**config.mk**
```make
export PLATFORM = sky130hd
export DESIGN_NAME = multi_cycle_cpu_flat
export DESIGN_NICKNAME = d
export VERILOG_FILES = /design/src/rtl/multi_cycle_cpu_if.sv /design/src/rtl/multi_cycle_cpu.sv /design/src/flat_wrapper.sv
export SDC_FILE = /design/constraint.sdc
export NUM_CORES = 2
export LEC_CHECK = 0
export BUFFER_PORTS_ARGS = -buffer_cell sky130_fd_sc_hd__buf_4
export CAP_MARGIN = 20
export CORE_AREA = 5 5 472 474
export CTS_CLUSTER_DIAMETER = 40
export DETAILED_ROUTE_END_ITERATION = 8
export DIE_AREA = 0 0 477 479
export PLACE_DENSITY = 0.55
export REMOVE_ABC_BUFFERS = 1
export SETUP_SLACK_MARGIN = 0.5
export SLEW_MARGIN = 20
export SYNTH_ARGS = -nofsm -noshare
export SYNTH_HDL_FRONTEND = slang
export SYNTH_SLANG_ARGS = --single-unit
```
**constraint.sdc**
```tcl
create_clock -name clk -period 4.2 [get_ports clk]
set_input_delay 0.21 -clock clk [delete_from_list [all_inputs] [get_ports clk]]
set_output_delay 0.21 -clock clk [all_outputs]
set_load 0.1 [all_outputs]
```
**src/rtl/multi_cycle_cpu_if.sv**
```systemverilog
// Shared instruction/data memory port of the multi-cycle core.
// A transfer completes in the cycle where mem_req and mem_ready are both high.
interface multi_cycle_cpu_if;
  logic        mem_req;
  logic        mem_we;
  logic [31:0] mem_addr;
  logic [31:0] mem_wdata;
  logic [31:0] mem_rdata;
  logic        mem_ready;

  modport master (
    output mem_req, mem_we, mem_addr, mem_wdata,
    input  mem_rdata, mem_ready
  );

  modport slave (
    input  mem_req, mem_we, mem_addr, mem_wdata,
    output mem_rdata, mem_ready
  );
endinterface

```
**src/rtl/multi_cycle_cpu.sv**
```systemverilog
// Multi-cycle RV32I-subset core: FETCH/DECODE/EXEC/MEM/WB control FSM over one
// shared memory port, with illegal/misaligned trapping and cycle/retire counters.
module multi_cycle_cpu #(
  parameter logic [31:0] RESET_PC = 32'h0000_0000,
  parameter int          NREGS    = 32,
  parameter int          CNT_W    = 32
) (
  input  logic                 clk,
  input  logic                 rst,
  multi_cycle_cpu_if.master    bus,
  output logic                 retire,
  output logic                 trap,
  output logic [31:0]          pc,
  output logic [CNT_W-1:0]     cycle_cnt,
  output logic [CNT_W-1:0]     instret_cnt,
  output logic signed [31:0]   r [0:31]
);
  localparam int         RW      = (NREGS > 1) ? $clog2(NREGS) : 1;
  localparam logic [5:0] NREGS_L = 6'(NREGS);

  localparam logic [6:0] OP_R      = 7'h33;
  localparam logic [6:0] OP_IMM    = 7'h13;
  localparam logic [6:0] OP_LOAD   = 7'h03;
  localparam logic [6:0] OP_STORE  = 7'h23;
  localparam logic [6:0] OP_BRANCH = 7'h63;
  localparam logic [6:0] OP_JAL    = 7'h6F;
  localparam logic [6:0] OP_JALR   = 7'h67;

  typedef enum logic [2:0] {S_FETCH, S_DECODE, S_EXEC, S_MEM, S_WB, S_TRAP} state_t;

  state_t      r_state, w_state_next;
  logic [31:0] r_pc, r_ir, r_a, r_b, r_imm, r_alu, r_mdr;
  logic [31:0] r_regs [0:NREGS-1];
  logic [CNT_W-1:0] r_cycle, r_instret;

  logic [6:0]  w_opcode, w_f7;
  logic [4:0]  w_rd, w_rs1, w_rs2;
  logic [2:0]  w_f3;
  logic        w_legal, w_use_rd, w_use_rs1, w_use_rs2, w_reg_bad;
  logic [31:0] w_imm, w_alu_res, w_pc4, w_pc_next, w_rf_wdata, w_addr;
  logic        w_taken, w_req, w_we, w_retire, w_rf_we, w_pc_we;
  logic        w_ir_we, w_ab_we, w_alu_we, w_mdr_we;

  assign w_opcode = r_ir[6:0];
  assign w_rd     = r_ir[11:7];
  assign w_f3     = r_ir[14:12];
  assign w_rs1    = r_ir[19:15];
  assign w_rs2    = r_ir[24:20];
  assign w_f7     = r_ir[31:25];
  assign w_pc4    = r_pc + 32'd4;

  // Legality and which register fields the format actually uses.
  always_comb begin
    w_legal   = 1'b0;
    w_use_rd  = 1'b0;
    w_use_rs1 = 1'b0;
    w_use_rs2 = 1'b0;
    case (w_opcode)
      OP_R: begin
        w_legal   = ((w_f7 == 7'h00) && (w_f3 == 3'd0 || w_f3 == 3'd7 || w_f3 == 3'd6 || w_f3 == 3'd2))
                 || ((w_f7 == 7'h20) && (w_f3 == 3'd0));
        w_use_rd  = 1'b1;
        w_use_rs1 = 1'b1;
        w_use_rs2 = 1'b1;
      end
      OP_IMM:    begin w_legal = (w_f3 == 3'd0); w_use_rd = 1'b1; w_use_rs1 = 1'b1; end
      OP_LOAD:   begin w_legal = (w_f3 == 3'd2); w_use_rd = 1'b1; w_use_rs1 = 1'b1; end
      OP_STORE:  begin w_legal = (w_f3 == 3'd2); w_use_rs1 = 1'b1; w_use_rs2 = 1'b1; end
      OP_BRANCH: begin w_legal = (w_f3 == 3'd0 || w_f3 == 3'd4); w_use_rs1 = 1'b1; w_use_rs2 = 1'b1; end
      OP_JAL:    begin w_legal = 1'b1; w_use_rd = 1'b1; end
      OP_JALR:   begin w_legal = (w_f3 == 3'd0); w_use_rd = 1'b1; w_use_rs1 = 1'b1; end
      default: ;
    endcase
  end

  assign w_reg_bad = (w_use_rd  && ({1'b0, w_rd}  >= NREGS_L))
                  || (w_use_rs1 && ({1'b0, w_rs1} >= NREGS_L))
                  || (w_use_rs2 && ({1'b0, w_rs2} >= NREGS_L));

  always_comb begin
    w_imm = {{20{r_ir[31]}}, r_ir[31:20]};
    case (w_opcode)
      OP_STORE:  w_imm = {{20{r_ir[31]}}, r_ir[31:25], r_ir[11:7]};
      OP_BRANCH: w_imm = {{19{r_ir[31]}}, r_ir[31], r_ir[7], r_ir[30:25], r_ir[11:8], 1'b0};
      OP_JAL:    w_imm = {{11{r_ir[31]}}, r_ir[31], r_ir[19:12], r_ir[20], r_ir[30:21], 1'b0};
      default: ;
    endcase
  end

  always_comb begin
    w_alu_res = r_a + r_imm;
    if (w_opcode == OP_R) begin
      case (w_f3)
        3'd0:    w_alu_res = w_f7[5] ? (r_a - r_b) : (r_a + r_b);
        3'd7:    w_alu_res = r_a & r_b;
        3'd6:    w_alu_res = r_a | r_b;
        3'd2:    w_alu_res = {31'd0, $signed(r_a) < $signed(r_b)};
        default: w_alu_res = r_a + r_b;
      endcase
    end
  end

  assign w_taken = (w_f3 == 3'd0) ? (r_a == r_b) : ($signed(r_a) < $signed(r_b));

  always_ff @(posedge clk) begin
    if (rst) r_state <= S_FETCH;
    else     r_state <= w_state_next;
  end

  always_comb begin
    w_state_next = r_state;
    w_req = 1'b0;  w_we = 1'b0;  w_addr = r_pc;
    w_retire = 1'b0;  w_rf_we = 1'b0;  w_rf_wdata = r_alu;
    w_pc_we = 1'b0;  w_pc_next = w_pc4;
    w_ir_we = 1'b0;  w_ab_we = 1'b0;  w_alu_we = 1'b0;  w_mdr_we = 1'b0;
    case (r_state)
      S_FETCH: begin
        if (r_pc[1:0] != 2'b00) begin
          w_state_next = S_TRAP;
        end else begin
          w_req = 1'b1;
          if (bus.mem_ready) begin
            w_ir_we      = 1'b1;
            w_state_next = S_DECODE;
          end
        end
      end
      S_DECODE: begin
        w_ab_we      = 1'b1;
        w_state_next = (!w_legal || w_reg_bad) ? S_TRAP : S_EXEC;
      end
      S_EXEC: begin
        w_alu_we = 1'b1;
        if (w_opcode == OP_BRANCH) begin
          w_pc_we      = 1'b1;
          w_pc_next    = w_taken ? (r_pc + r_imm) : w_pc4;
          w_retire     = 1'b1;
          w_state_next = S_FETCH;
        end else if (w_opcode == OP_LOAD || w_opcode == OP_STORE) begin
          w_state_next = (w_alu_res[1:0] != 2'b00) ? S_TRAP : S_MEM;
        end else begin
          w_state_next = S_WB;
        end
      end
      S_MEM: begin
        w_req  = 1'b1;
        w_we   = (w_opcode == OP_STORE);
        w_addr = r_alu;
        if (bus.mem_ready) begin
          if (w_opcode == OP_STORE) begin
            w_pc_we      = 1'b1;
            w_retire     = 1'b1;
            w_state_next = S_FETCH;
          end else begin
            w_mdr_we     = 1'b1;
            w_state_next = S_WB;
          end
        end
      end
      S_WB: begin
        w_rf_we  = 1'b1;
        w_retire = 1'b1;
        w_pc_we  = 1'b1;
        if (w_opcode == OP_LOAD) begin
          w_rf_wdata = r_mdr;
        end else if (w_opcode == OP_JAL) begin
          w_rf_wdata = w_pc4;
          w_pc_next  = r_pc + r_imm;
        end else if (w_opcode == OP_JALR) begin
          // A was latched in DECODE, so rd==rs1 cannot corrupt the target.
          w_rf_wdata = w_pc4;
          w_pc_next  = (r_a + r_imm) & ~32'd1;
        end
        w_state_next = S_FETCH;
      end
      default: ;
    endcase
  end

  always_ff @(posedge clk) begin
    if (rst) begin
      r_pc      <= RESET_PC;
      r_ir      <= '0;
      r_a       <= '0;
      r_b       <= '0;
      r_imm     <= '0;
      r_alu     <= '0;
      r_mdr     <= '0;
      r_cycle   <= '0;
      r_instret <= '0;
    end else begin
      if (w_ir_we)  r_ir  <= bus.mem_rdata;
      if (w_ab_we) begin
        r_a   <= r_regs[w_rs1[RW-1:0]];
        r_b   <= r_regs[w_rs2[RW-1:0]];
        r_imm <= w_imm;
      end
      if (w_alu_we) r_alu <= w_alu_res;
      if (w_mdr_we) r_mdr <= bus.mem_rdata;
      if (w_pc_we)  r_pc  <= w_pc_next;
      if (r_state != S_TRAP) r_cycle <= r_cycle + CNT_W'(1);
      if (w_retire) r_instret <= r_instret + CNT_W'(1);
    end
  end

  // Entry 0 is never written, so x0 always reads zero.
  always_ff @(posedge clk) begin
    if (rst) begin
      for (int i = 0; i < NREGS; i++) r_regs[i] <= '0;
    end else if (w_rf_we && (w_rd != 5'd0)) begin
      r_regs[w_rd[RW-1:0]] <= w_rf_wdata;
    end
  end

  genvar gi;
  generate
    for (gi = 0; gi < 32; gi++) begin : g_rview
      if (gi < NREGS) begin : g_live
        assign r[gi] = r_regs[gi];
      end else begin : g_zero
        assign r[gi] = '0;
      end
    end
  endgenerate

  assign bus.mem_req   = w_req & ~rst;
  assign bus.mem_we    = w_we;
  assign bus.mem_addr  = w_addr;
  assign bus.mem_wdata = r_b;
  assign retire        = w_retire & ~rst;
  assign trap          = (r_state == S_TRAP);
  assign pc            = r_pc;
  assign cycle_cnt     = r_cycle;
  assign instret_cnt   = r_instret;
endmodule
```
**src/flat_wrapper.sv**
```systemverilog
// flat-port wrapper written by rule: the top's interface ports become plain ports
module multi_cycle_cpu_flat 
#(
  parameter logic [31:0] RESET_PC = 32'h0000_0000,
  parameter int          NREGS    = 32,
  parameter int          CNT_W    = 32
)
  (clk, rst, retire, trap, pc, cycle_cnt, instret_cnt, r, bus_mem_req, bus_mem_we, bus_mem_addr, bus_mem_wdata, bus_mem_rdata, bus_mem_ready);
  multi_cycle_cpu_if bus_i ();
  input  logic clk;
  input  logic rst;
  output logic retire;
  output logic trap;
  output logic [31:0] pc;
  output logic [CNT_W-1:0] cycle_cnt;
  output logic [CNT_W-1:0] instret_cnt;
  output logic signed [31:0] r[0:31];
  output wire logic [$bits(bus_i.mem_req)-1:0] bus_mem_req;
  output wire logic [$bits(bus_i.mem_we)-1:0] bus_mem_we;
  output wire logic [$bits(bus_i.mem_addr)-1:0] bus_mem_addr;
  output wire logic [$bits(bus_i.mem_wdata)-1:0] bus_mem_wdata;
  input wire logic [$bits(bus_i.mem_rdata)-1:0] bus_mem_rdata;
  input wire logic [$bits(bus_i.mem_ready)-1:0] bus_mem_ready;
  assign bus_mem_req = bus_i.mem_req;
  assign bus_mem_we = bus_i.mem_we;
  assign bus_mem_addr = bus_i.mem_addr;
  assign bus_mem_wdata = bus_i.mem_wdata;
  assign bus_i.mem_rdata = bus_mem_rdata;
  assign bus_i.mem_ready = bus_mem_ready;
  multi_cycle_cpu #(.RESET_PC(RESET_PC), .NREGS(NREGS), .CNT_W(CNT_W)) u_core (.clk(clk), .rst(rst), .bus(bus_i), .retire(retire), .trap(trap), .pc(pc), .cycle_cnt(cycle_cnt), .instret_cnt(instret_cnt), .r(r));
endmodule
```
==> summary.txt <==
Timing
  – RSZ-0062 raised after global routing: true
  – Rel. slew slack: 28.2%
  – Fmax: 278 MHz
  – Final setup vio count: 0
  – Final hold violations: 0
  – Crit share post-route: 85.7%
  – Count of pins over their slew limit: 0
  – Tightest Pin Transition: 1070 ps
  – Minimum clock period after layout: 3600 ps
  – Fin Clk Skew: 126 ps
  – Setup ws final: 601 ps

Global route
  – Largest net degree at the start of global routing: 98
  – Grt total ovfl: 0
  – Vias in the first global route: 62,508
  – GRT Overall Usage: 36.4%
  – Initial antenna violation count: 10
  – First-pass GRT wire length: 571,000 microns

Place
  – Buffers on Ports: 1,222
  – Placed Cells: 10,047
  – HPWL after DPL: 326,000 microns
  – Place WS: 306 ps
  – Routability cong.: 1.01

Yosys
  – Mean area per synthesized cell: 11.9 sq um
  – Most area-consuming cells after synthesis: edfxtp_1, mux4_2, dfxtp_1
  – Asr flop ratio synth: 0%
  – Post-Syn Area: 0.0725 sq mm
  – Post-synth EDFFs: 1,024
  – Synth warn: 0
  – Most frequent cells after synthesis: nor2_1, edfxtp_1, mux4_2
  – Mapped Cells: 6,070
  – Seq/Total Area, Yosys: 50.2%
  – Count leader, synth: nor2_1
  – Yosys reg bits: 1,304
  – Top_reg_cell synth: edfxtp_1
  – Dominant cell type by area after synthesis: edfxtp_1
  – Unique masters post-synth: 91
  – Area share of the largest cell type after synthesis: 42.4%

Layout
  – Seq. cell area: 0.0364 sq mm
  – Layout cells sized above 1: 37.1%
  – Area grow syn2layout: 34.5%
  – NumNets Final: 7,700
  – FILL cells: 20,170
  – Multi-input logic area: 0.0345 sq mm
  – Post-Layout Cell Count: 10,577

Route
  – Routed wire length: 432,000 microns
  – Via/cell ratio: 6.20
  – DRC viols: 0
  – WL/cell: 40.9 microns
  – Drt first pass iters: 6
  – DR iter-0 viols: 9,067
  – Vias: 65,535
  – Antenna-violating nets left: 0

Clock tree
  – Clock buffer depth: 4
  – CTS Sinks: 1,304
  – CTS root buf: clkbuf_16
  – CTS tree: yes
  – Worst skew pair latency: 940 ps
  – H-tree depth: 5
  – Clock Pin Slew Worst Setup and Hold Paths: 50 ps
  – Cts bufs inserted: 274

Critical path
  – CP arrival: 4310 ps
  – Worst path max stage delay: 940 ps
  – Worst R2R Setup Slack: 600 ps
  – FF-to-FF End: u_core.r_a[3]
  – Crit end category: register
  – Startpoint types: register
  – Data required time of the worst path: 4910 ps
  – Critical path capture point: u_core.r_a[3]
  – CP Launch Point: u_core.r_ir[16]
  – Cell mode on critical path: mux4_2
  – Critical path's slowest cell: dfxtp_4
  – Crit path max fanout: 29
  – CP cell instances: buf_4, mux4_2, mux4_2, mux2i_1, a211oi_1
  – Worst R2R Start: u_core.r_ir[16]
  – Cells on worst reg2reg path: 5
  – Critical path class: reg2reg

Floorplan
  – Die Area: 0.228 sq mm
  – Site Rows: 172
  – Core Area: 0.218 sq mm
  – Die height: 479 microns
  – Starting Density: 33.2%
  – Die X: 477 microns
  – Ports: 1,223

Power
  – PwrDens: 500 mW/mm^2
  – Peak supply drop: 0.411 mV
  – Total Power: 48.7 mW
  – Leakage: 36.0 nW

Run status
  – Status: finished, final reports clean

Min path
  – Hold path depth: 4
  – Hold Crit Class: in2reg

Flow run
  – Max-cap check violation count: 0
state kept, by name, summed over array words and instances (netlist names):
| register | cells |
|---|---|
| u_core.r_a | 32 |
| u_core.cycle_cnt | 32 |
| u_core.r_mdr | 32 |
| u_core.r_alu | 32 |
| u_core.r_ir | 32 |
| u_core.r_regs | 1024 |
| u_core.instret_cnt | 32 |
| u_core.pc | 32 |
| u_core.r_imm | 21 |
| u_core.bus.mem_wdata | 32 |
| u_core.r_state | 3 |
worst max-delay path: cells and delay by family, from the launching register on:
family          cells  cell delay, ps
compound gates      1             210
buf+inv             1             370
flops               1             940
mux                 3            1770
how the worst min path moves through the flow:
| stage | startpoint | to | slack (ps) |
|---|---|---|---|
| final | bus_mem_rdata[5] | u_core.r_mdr[5] | 130 |
| after global routing | bus_mem_rdata[5] | u_core.r_mdr[5] | 130 |
| after CTS | bus_mem_rdata[5] | u_core.r_mdr[5] | 90 |
| after detailed placement | u_core.r_mdr[18] | u_core.r_mdr[18] | 450 |
| after global placement | u_core.r_mdr[17] | u_core.r_mdr[17] | 450 |
| after floorplan | rst | u_core.cycle_cnt[1] | 280 |
cell type report:
type	count	share of cell area, %
timing repair buffer	1646	13.8
clock buffer	316	7.39
sequential	1304	37.4
clock inverter	160	1.83
multi-input combinational	4151	35.5
antenna	6	0.0154
tap	2871	3.69
inverter	123	0.474
cells by family after synthesis:
group | after synthesis | share of synthesized area (%)
flops | 1304 | 50.2
fa+ha+maj | 165 | 2.89
simple gates | 2171 | 12.5
mux | 713 | 20.9
xor+xnor | 170 | 2.06
other cells | 1 | 0.00518
buf+inv | 646 | 3.42
compound gates | 900 | 8.03
repair_timing:
| item | CTS | global route |
|---|---|---|
| hold buffers | 41 | 0 |
| setup buffers | 2 | 5 |
| setup endpoints to repair | 36 | 38 |
| pin swaps | 3 | 5 |
| endpoints found under the hold margin | 89 | 0 |
| gates resized for setup | 10 | 47 |
through the flow:
| stage | setup TNS [ps] | hold WS, ps | instance area [sq um] | util (%) |
|---|---|---|---|---|
| floorplan | -642750 | 279 | 70600 | - |
| global route | 0 | 129 | 97400 | 44.6 |
| finish | 0 | 127 | 97400 | 44.6 |
| CTS | 0 | 85.3 | 97200 | 44.5 |
| detailed placement | 0 | 451 | 87800 | 40.2 |
| global placement | 0 | 446 | 87800 | 40.2 |
routing by layer:
layer	part of all wire [%]	global-route usage (%)	up-vias
li1	-	-	25729
met1	36	45.1	33567
met2	42	52.1	5146
met3	13	13.0	1091
met4	9.6	27.6	2
met5	0.0030	0	-
report_power, final:
part	internal (mW)	total (mW)	switching [mW]
Sequential	14.5	15.3	0.821
Clock	14.1	21.6	7.50
Combinational	3.38	11.9	8.50
cells in the final DEF (no fill, tap or decap), types with 85 or more instances in the layout:
cell / n
buf_4: 1527
nor2_1: 1332
edfxtp_1: 1024
mux4_2: 640
nand2_1: 421
a21oi_1: 304
clkbuf_16: 281
dfxtp_1: 256
ha_1: 157
inv_1: 122
o21ai_0: 119
a211oi_1: 111
xnor2_1: 85
xor2_1: 85
(Power assumes the default switching activity.)
